[src/rtl/hazard_pkg.sv]
// Shared types and encodings for the hazard/forwarding unit.
// Optional perf counters in hazard_fwd_unit are enabled with HAZARD_PERF_CNT_EN.
package hazard_pkg;

    // Entry rd is stored at a fixed width so the struct is parameter-independent.
    localparam int HZ_RD_W = 8;

    localparam int FWD_NONE  = 0;
    localparam int FWD_EXMEM = 1;
    localparam int FWD_MEMWB = 2;

    typedef struct packed {
        logic               valid;
        logic               wr_en;
        logic               is_load;
        logic [HZ_RD_W-1:0] rd;
    } hz_entry_t;

    localparam hz_entry_t HZ_BUBBLE = '{valid: 1'b0, wr_en: 1'b0, is_load: 1'b0, rd: '0};

endpackage

[src/rtl/fwd_src_match.sv]
// Per-source priority match of one ID operand against the shadow pipeline.
// Youngest matching producer wins; load_hit flags a load sitting in S0.
module fwd_src_match
    import hazard_pkg::*;
#(
    parameter int REG_ADDR_W = 4,
    parameter int FWD_DEPTH  = 2,
    parameter int SEL_W      = $clog2(FWD_DEPTH + 1)
) (
    input  logic [REG_ADDR_W-1:0]       src,
    input  logic                        used,
    input  hz_entry_t [FWD_DEPTH-1:0]   stages,
    output logic [SEL_W-1:0]            sel,
    output logic                        load_hit
);

    logic hit_is_load;

    always_comb begin
        sel         = SEL_W'(FWD_NONE);
        hit_is_load = 1'b0;
        // Walk oldest to youngest so the youngest match overwrites.
        for (int k = FWD_DEPTH - 1; k >= 0; k--) begin
            if (used && (src != '0) && stages[k].valid && stages[k].wr_en &&
                (stages[k].rd == HZ_RD_W'(src))) begin
                sel         = SEL_W'(k + 1);
                hit_is_load = stages[k].is_load;
            end
        end
        load_hit = hit_is_load && (sel == SEL_W'(FWD_EXMEM));
    end

endmodule

[src/rtl/hazard_fwd_unit.sv]
// Hazard/forwarding unit: shadow pipeline of in-flight destinations, registered
// operand selects for ID/EX and a combinational load-use stall. Perf counters: HAZARD_PERF_CNT_EN.
module hazard_fwd_unit
    import hazard_pkg::*;
#(
    parameter int REG_ADDR_W = 4,
    parameter int NUM_SRC    = 2,
    parameter int FWD_DEPTH  = 2,
    parameter int SEL_W      = $clog2(FWD_DEPTH + 1)
) (
    input  logic                          clk,
    input  logic                          rst,
    input  logic                          advance,
    input  logic                          flush,
    input  logic                          id_valid,
    input  logic                          id_wr_en,
    input  logic                          id_is_load,
    input  logic [REG_ADDR_W-1:0]         id_rd,
    input  logic [NUM_SRC*REG_ADDR_W-1:0] id_src,
    input  logic [NUM_SRC-1:0]            id_src_used,
    output logic                          stall,
    output logic [NUM_SRC*SEL_W-1:0]      ex_fwd_sel,
    output logic                          ex_fwd_any
`ifdef HAZARD_PERF_CNT_EN
    ,
    output logic [31:0]                   stall_cnt,
    output logic [31:0]                   fwd_cnt
`endif
);

    hz_entry_t [FWD_DEPTH-1:0]       shadow;
    hz_entry_t                       id_entry;
    logic [NUM_SRC-1:0][SEL_W-1:0]   sel_d;
    logic [NUM_SRC-1:0][SEL_W-1:0]   sel_q;
    logic [NUM_SRC-1:0]              load_hit;
    logic                            accept;

    for (genvar i = 0; i < NUM_SRC; i++) begin : g_src
        fwd_src_match #(
            .REG_ADDR_W (REG_ADDR_W),
            .FWD_DEPTH  (FWD_DEPTH),
            .SEL_W      (SEL_W)
        ) u_match (
            .src      (id_src[i*REG_ADDR_W +: REG_ADDR_W]),
            .used     (id_src_used[i]),
            .stages   (shadow),
            .sel      (sel_d[i]),
            .load_hit (load_hit[i])
        );
    end

    // Flush dominates stall: a squashed instruction never needs to wait.
    assign stall  = id_valid & ~flush & (|load_hit);
    assign accept = id_valid & ~stall & ~flush;

    always_comb begin
        id_entry = '{valid: 1'b1, wr_en: id_wr_en, is_load: id_is_load, rd: HZ_RD_W'(id_rd)};
    end

    always_ff @(posedge clk) begin
        if (rst) begin
            for (int k = 0; k < FWD_DEPTH; k++) shadow[k] <= HZ_BUBBLE;
            sel_q <= '0;
        end else if (advance) begin
            for (int k = FWD_DEPTH - 1; k > 0; k--) shadow[k] <= shadow[k-1];
            shadow[0] <= accept ? id_entry : HZ_BUBBLE;
            sel_q     <= accept ? sel_d : '0;
        end
    end

    assign ex_fwd_sel = sel_q;
    assign ex_fwd_any = |sel_q;

`ifdef HAZARD_PERF_CNT_EN
    always_ff @(posedge clk) begin
        if (rst) begin
            stall_cnt <= '0;
            fwd_cnt   <= '0;
        end else begin
            if (stall && advance && (stall_cnt != '1)) stall_cnt <= stall_cnt + 32'd1;
            if (advance && accept && (|sel_d) && (fwd_cnt != '1)) fwd_cnt <= fwd_cnt + 32'd1;
        end
    end
`endif

endmodule
[config.mk]
export PLATFORM = sky130hd
export DESIGN_NAME = hazard_fwd_unit
export DESIGN_NICKNAME = d
export VERILOG_FILES = /design/src/rtl/hazard_pkg.sv /design/src/rtl/fwd_src_match.sv /design/src/rtl/hazard_fwd_unit.sv
export SDC_FILE = /design/constraint.sdc
export NUM_CORES = 1
export LEC_CHECK = 0
export CAP_MARGIN = 40
export CORE_MARGIN = 1.5
export CORE_UTILIZATION = 48
export DETAILED_ROUTE_END_ITERATION = 12
export PLACE_DENSITY = 0.91
export SYNTH_ARGS = -nofsm -noshare
export SYNTH_HDL_FRONTEND = slang
export SYNTH_SLANG_ARGS = --single-unit
[constraint.sdc]
create_clock -name clk -period 3.8 [get_ports clk]
set_input_delay 0.38 -clock clk [delete_from_list [all_inputs] [get_ports clk]]
set_output_delay 0.38 -clock clk [all_outputs]
set_load 0.02 [all_outputs]
==> impl_results.md, run 1 <==
- Core area: 1710 µm²
- Layout cell share with drive strength beyond 1: 0.0603
- CP cell instances: clkdlybuf4s50_1 > xnor2_1 > nand3_1 > or3_2 > a21oi_1 > clkdlybuf4s50_1
- Die width: 45.5 µm
- Synth Net Count: between 100 and 150
- Remaining Overflow, GRT: 0
- FILL cells: 135
- HPWL Detailed: 1.61 mm
- Avg Cell Area, Syn: 9.73 µm²
- CTS tree: done
- Synth top area share: 0.393
- Met1 Use GR: 0.268
- Crit-path max FO: 3
- Max Cap Viol: 0
- Synthesized flop and latch total: 17
- Post-CTS Setup Repair Bufs: 0
- Post-Place Cells: 137
- Setup_tns: 0 ps
- Top cells by area, synth: dfxtp_1 39%, xnor2_1 13%, a32o_1 9.2%, mux2i_1 6.9%, nor2_1 3.0%
- Fin. max-slew vios: 0
- RSZ-0062 raised after global routing: false
- Count leader, synth: dfxtp_1
- Rows: 15
- I/O pin count: 27
- Commonest cells post-synth: 17 x dfxtp_1, 13 x xnor2_1, 8 x a32o_1, 7 x nor2_1, 6 x mux2i_1
- Final hold vios: 0
- Area after DPL: 1140 µm²
- First-pass GRT wire length: around 3.4 mm
- Initial DRC Count: 21
- Initial Util: 0.507
- Area leader, netlist: dfxtp_1
- Synth Cell Area: 866 µm²
- NumNets Final: ~140
- CTS clock-pin slew for the worst setup and hold paths: 100 ps
- Number of synthesized flops with an enable pin: 0
- Cell Pwr Density: 286 nW/µm²
- Gp weighted congestion: 0.909
- Pleak: 0.389 nW
- Htree depth: 1
- Pin count of the biggest net entering global routing: 11
- Final Setup Violations: 0
- Crit share post-route: 0.764
- Vias in the first global route: slightly below 800
- WP data arrival: ~2500 ps
- Residual DRC: 0
- Tot GR Track Use: 0.222
- Synth warn: 0
- CTS Buffer Depth: 2
- Count of hold-fix buffers inserted at cts: 0
- WL final: 2.07 mm
- Post_cts resized: 0
- DR vias: 800
- GR Layer Usage met2: 0.377
- Wirelength per Cell: 14.6 µm
- WP data required: between 3000 and 4000 ps
- Die height: ~45 µm
- Fin cells: ~140
- Status: completed
- Clk sinks: 17
- Crit end category: output pin
- Top_reg_cell synth: dfxtp_1
- GR peak layer: met2
- Area grow syn2layout: 34.5%
- Sequential area share after synthesis: 0.393
- Initial antenna violation count: 0
- Slew HR: 0.560
- Clk Latency, worst-skew pair: between 200 and 300 ps
- Final Critical Period: 2900 ps
- Fin area: 1160 µm²
- CP peak stage delay: roughly 630 ps
- Setup Crit Path Kind: input port to output pin
- N_diodes: 0
- Asr flop ratio synth: 0
- Most used cell along the critical path: clkdlybuf4s50_1
- Syn Inst Count: 89
- Setup Skew: 0.877 ps
- Max frequency: 345 MHz
- Slowest stage cell, crit path: clkdlybuf4s50_1
- CTS buffer count: 3
- CTS root buf: clkbuf_4
- HP Class: register to register
- CP Launch Type: input port
- Worst vdd ir: 0.215 mV
- Vias per cell: 5.67
- Yosys cell types: 27
- Number of port buffers: 26
- GRT met3 Usage: 0.0516
- Die area: slightly above 2000 µm²
- Number of routed nets with antenna violations: 0
- Drt first pass iters: 4
- Worst-margin pin slew: 657 ps
cells by family after synthesis:
logic type	synth area share
xor gates and xnor gates	0.152
buffers and inverters	0.0231
and+or+nand+nor	0.208
AOI/OAI and AO/OA	0.155
muxes	0.0694
DFF	0.393
cells in the final DEF, fill, tap and decap left out:
master           instances
mux2i_1                  6
nor2_1                   7
a2111oi_0                1
clkinv_2                 1
o31a_1                   1
nand4_1                  2
or4_1                    3
nand3b_1                 1
clkdlybuf4s50_1         26
or3_1                    3
a32o_1                   8
or3_2                    1
nor4bb_1                 1
a22o_2                   1
nand2b_1                 2
nand2_1                  4
a21oi_1                  2
xor2_1                   2
o41ai_1                  1
or2_2                    1
o31ai_1                  1
nor2b_1                  1
xnor2_1                 13
nand3_1                  5
nor3_1                   2
dfxtp_1                 17
clkbuf_4                 3
metrics by stage:
step	worst slack (ps)	power [mW]	util	hold slack, ps
floorplan	1970	0.210	-	476
global placement	997	0.238	0.666	460
global route	809	0.347	0.682	528
finish	898	0.334	0.682	492
detailed placement	930	0.239	0.666	474
CTS	926	0.336	0.682	495
worst max-delay path, delay by kind of cell:
| family | cells | cell delay [ps] |
|---|---|---|
| AO/OA/AOI/OAI | 1 | 190 |
| XOR/XNOR | 1 | 140 |
| buffers and inverters | 2 | 1180 |
| AND/OR/NAND/NOR | 2 | 630 |
path summary, 6_finish.rpt:
kind | from | end | slack [ps] | depth (start not counted)
min | ex_fwd_sel[0] | ex_fwd_sel[0] | 490 | 2
max reg2reg | shadow[0] | ex_fwd_sel[1] | 2140 | 4
max | id_src[5] | stall | 900 | 6
min reg2reg | ex_fwd_sel[0] | ex_fwd_sel[0] | 490 | 2
per-layer routing:
metal	wire length, µm	share of wire	vias to the layer above
met1	880	0.43	372
li1	-	-	390
met2	1010	0.49	32
met5	0	0	-
met4	35	0.017	0
met3	134	0.065	6
layout make-up:
class | instances | area (µm²) | area share
clock inverters | 1 | 5.00 | 0.00430
repair buffers | 26 | 260 | 0.223
flip-flops and latches | 17 | 340 | 0.292
well taps | 25 | 31.3 | 0.0269
multi-input cells | 69 | 505 | 0.434
clock buffers | 3 | 22.5 | 0.0193
state kept, by name (all words and copies together), names as in the netlist:
name / cells
shadow: 13
ex_fwd_sel: 4
power breakdown:
group,internal (mW),switching (mW)
registers,0.181,0.00366
clock network,0.0392,0.0587
logic,0.0314,0.0198
total,0.251,0.0821
Note: power is estimated with default switching activity, not from simulation.
==> inputs of run 2 (changes only) <==
--- a/config.mk
+++ b/config.mk
@@ -6,10 +6,11 @@
 export NUM_CORES = 1
 export LEC_CHECK = 0
 export CAP_MARGIN = 40
+export CORE_ASPECT_RATIO = 1.4
 export CORE_MARGIN = 1.5
-export CORE_UTILIZATION = 48
+export CORE_UTILIZATION = 44
 export DETAILED_ROUTE_END_ITERATION = 12
-export PLACE_DENSITY = 0.91
+export PLACE_DENSITY = 0.85
 export SYNTH_ARGS = -nofsm -noshare
 export SYNTH_HDL_FRONTEND = slang
 export SYNTH_SLANG_ARGS = --single-unit
==> constraint.sdc (replaced) <==
create_clock -name clk -period 2.7 [get_ports clk]
set_input_delay 0.27 -clock clk [delete_from_list [all_inputs] [get_ports clk]]
set_output_delay 0.27 -clock clk [all_outputs]
set_load 0.02 [all_outputs]
==> run 2 against run 1 <==
Effect of this change: register-to-register slack worse by 1100 ps; flip-flop and latch count stayed put; total power rose by 42%; routed wire length up 4.5%; die area rose by 8.7%; count of clock-buffer cells in the layout up 1; sequential power grew 41%; utilization shrank 3.6 points; worst setup slack got worse by 800 ps; critical endpoint unchanged; largest power group unchanged; highest routed layer unchanged.
==> impl_results.md, run 2 (same netlist as run 1, synthesis figures left out) <==
- Worst reg-to-reg path cell count: 4 (unchanged)
- CP bufs+invs: 2 (unchanged)
- HP Class: register to register
- Cell Pwr Density: 408 nW/µm² (+42%)
- CTS root buf: clkbuf_4
- Most used cell along the critical path: clkdlybuf4s50_1
- Drt first pass iters: 4 (unchanged)
- Initial antenna violation count: 0 (unchanged)
- Hold_ws: 489 ps (-3.17 ps)
- Final hold vios: 0 (unchanged)
- Wirelength per Cell: 15.7 µm (+7.5%)
- Area after DPL: 1140 µm² (+0.11%)
- CTS Buffer Depth: 2 (unchanged)
- Area grow syn2layout: 34.5% (unchanged)
- N_diodes: 0 (unchanged)
- Pleak: 0.391 nW (+0.53%)
- Htree depth: 1 (unchanged)
- Number of port buffers: 26 (unchanged)
- Vias in the first global route: 822 (+4.1%)
- Fin. max-slew vios: 0 (unchanged)
- Worst vdd ir: 0.291 mV (+35%)
- I/O pin count: 27 (unchanged)
- Count of hold-fix buffers inserted at cts: 0 (unchanged)
- Biggest register: shadow
- Core area: 1800 µm² (+5.5%)
- Place WS: 103 ps (-827 ps)
- DR vias: 804 (+0.50%)
- Slew HR: 0.578 (+0.0177)
- Overall power: 475 µW (+42%)
- Max FFs per register: 13 (unchanged)
- WL final: 2.16 mm (+4.5%)
- CTS clock-pin slew for the worst setup and hold paths: 100 ps (about the same)
- Max Cap Viol: 0 (unchanged)
- Post_cts resized: 0 (unchanged)
- Initial Util: 0.481 (-0.0264)
- CTS tree: done
- Vias per cell: 5.87 (+3.4%)
- Rows: 18 (+3)
- Die height: 55.5 µm (+22%)
- CP Launch Type: input port
- Residual DRC: 0 (unchanged)
- Crit end category: output pin
- Hold Crit Start: ex_fwd_sel[0]
- Number of routed nets with antenna violations: 0 (unchanged)
- Final Critical Period: 2600 ps
- Hold-critical path depth: 2 (unchanged)
- Gp weighted congestion: 0.805 (-11%)
- Commonest non-fill, non-tap cells in the layout: 26 x clkdlybuf4s50_1, 17 x dfxtp_1, 13 x xnor2_1, 8 x a32o_1, 7 x nor2_1
- Tot GR Track Use: 0.224 (+0.00158)
- NumNets Final: 139 (+0.72%)
- Setup Crit Path Kind: input port to output pin
- CTS buffer count: 3 (unchanged)
- Remaining Overflow, GRT: 0 (unchanged)
- Setup Skew: 4.70 ps (+3.82 ps)
- Source of the critical timing path: id_src[4]
- CP cell instances: clkdlybuf4s50_1 > xnor2_1 > nand3_1 > or3_2 > a21oi_1 > clkdlybuf4s50_1
- Clk Latency, worst-skew pair: 300 ps (about the same)
- Reg2reg start: shadow[0]
- Fin area: 1160 µm² (unchanged)
- Clk sinks: 17 (unchanged)
- Crit share post-route: 0.962
- Fin cells: 137 (-2.8%)
- Post-CTS Setup Repair Bufs: 0 (unchanged)
- Final core occ: 0.647 (-0.0355)
- CP peak stage delay: 620 ps (about the same)
- Max frequency: 385 MHz
- Setup_tns: 0 ps (unchanged)
- Pin count of the biggest net entering global routing: 11 (unchanged)
- Die width: 40.5 µm (-11%)
- RSZ-0062 raised after global routing: false
- First-pass GRT wire length: 3.55 mm (+5.8%)
- Levels on crit path: 6 (unchanged)
- Crit-path max FO: 3 (unchanged)
- Crit path max-delay family: buffers and inverters
- Final Setup Violations: 0 (unchanged)
- Commonest non-fill, non-tap cell in the layout: clkdlybuf4s50_1
- WP data arrival: 2330 ps (-190 ps)
- Status: completed
- Slowest stage cell, crit path: clkdlybuf4s50_1
- WP data required: 2430 ps (-990 ps)
- Post-Place Cells: 133 (-2.9%)
- Layout cell share with drive strength beyond 1: 0.0598 (-0.000516)
- Die area: 2250 µm² (+8.7%)
- Final worst setup slack: 102 ps (-796 ps)
- HPWL Detailed: 1.63 mm (+1.5%)
- Worst-margin pin slew: 617 ps (-40.1 ps)
- Initial DRC Count: 11 (-48%)
==> run 2: cell type report <==
cell class              instances  area [µm²]
fillers                       156         637
multi-input cells              69         505
flip-flops and latches         17         340
repair buffers                 27         268
clock buffers                   4        26.3
well taps                      20        25.0
==> run 2: power breakdown <==
| part | leakage, nW | total (mW) | internal, mW | switching, mW |
|---|---|---|---|---|
| Sequential | 0.137 | 0.260 | 0.255 | 0.00523 |
| Combinational | 0.238 | 0.0730 | 0.0449 | 0.0281 |
| Clock | 0.0150 | 0.142 | 0.0576 | 0.0843 |
| Total | 0.391 | 0.475 | 0.357 | 0.118 |
==> run 2: layer usage <==
| layer | routed length (µm) | up-vias | GRT usage |
|---|---|---|---|
| li1 | - | 389 | - |
| met1 | 891 | 376 | 0.254 |
| met2 | 1110 | 32 | 0.372 |
| met3 | 92 | 7 | 0.0361 |
| met4 | 61 | 0 | 0.114 |
| met5 | 0 | - | 0 |
==> run 2: final timing paths <==
kind / end / slack, ps
max: stall / 100
min: ex_fwd_sel[0] / 490
max reg2reg: shadow[8] / 1040
min reg2reg: ex_fwd_sel[0] / 490
==> run 2: tightest hold or removal path: stages (launching register included) <==
cell,delay (ps)
dfxtp_1,340
nand2_1,60
o31ai_1,60
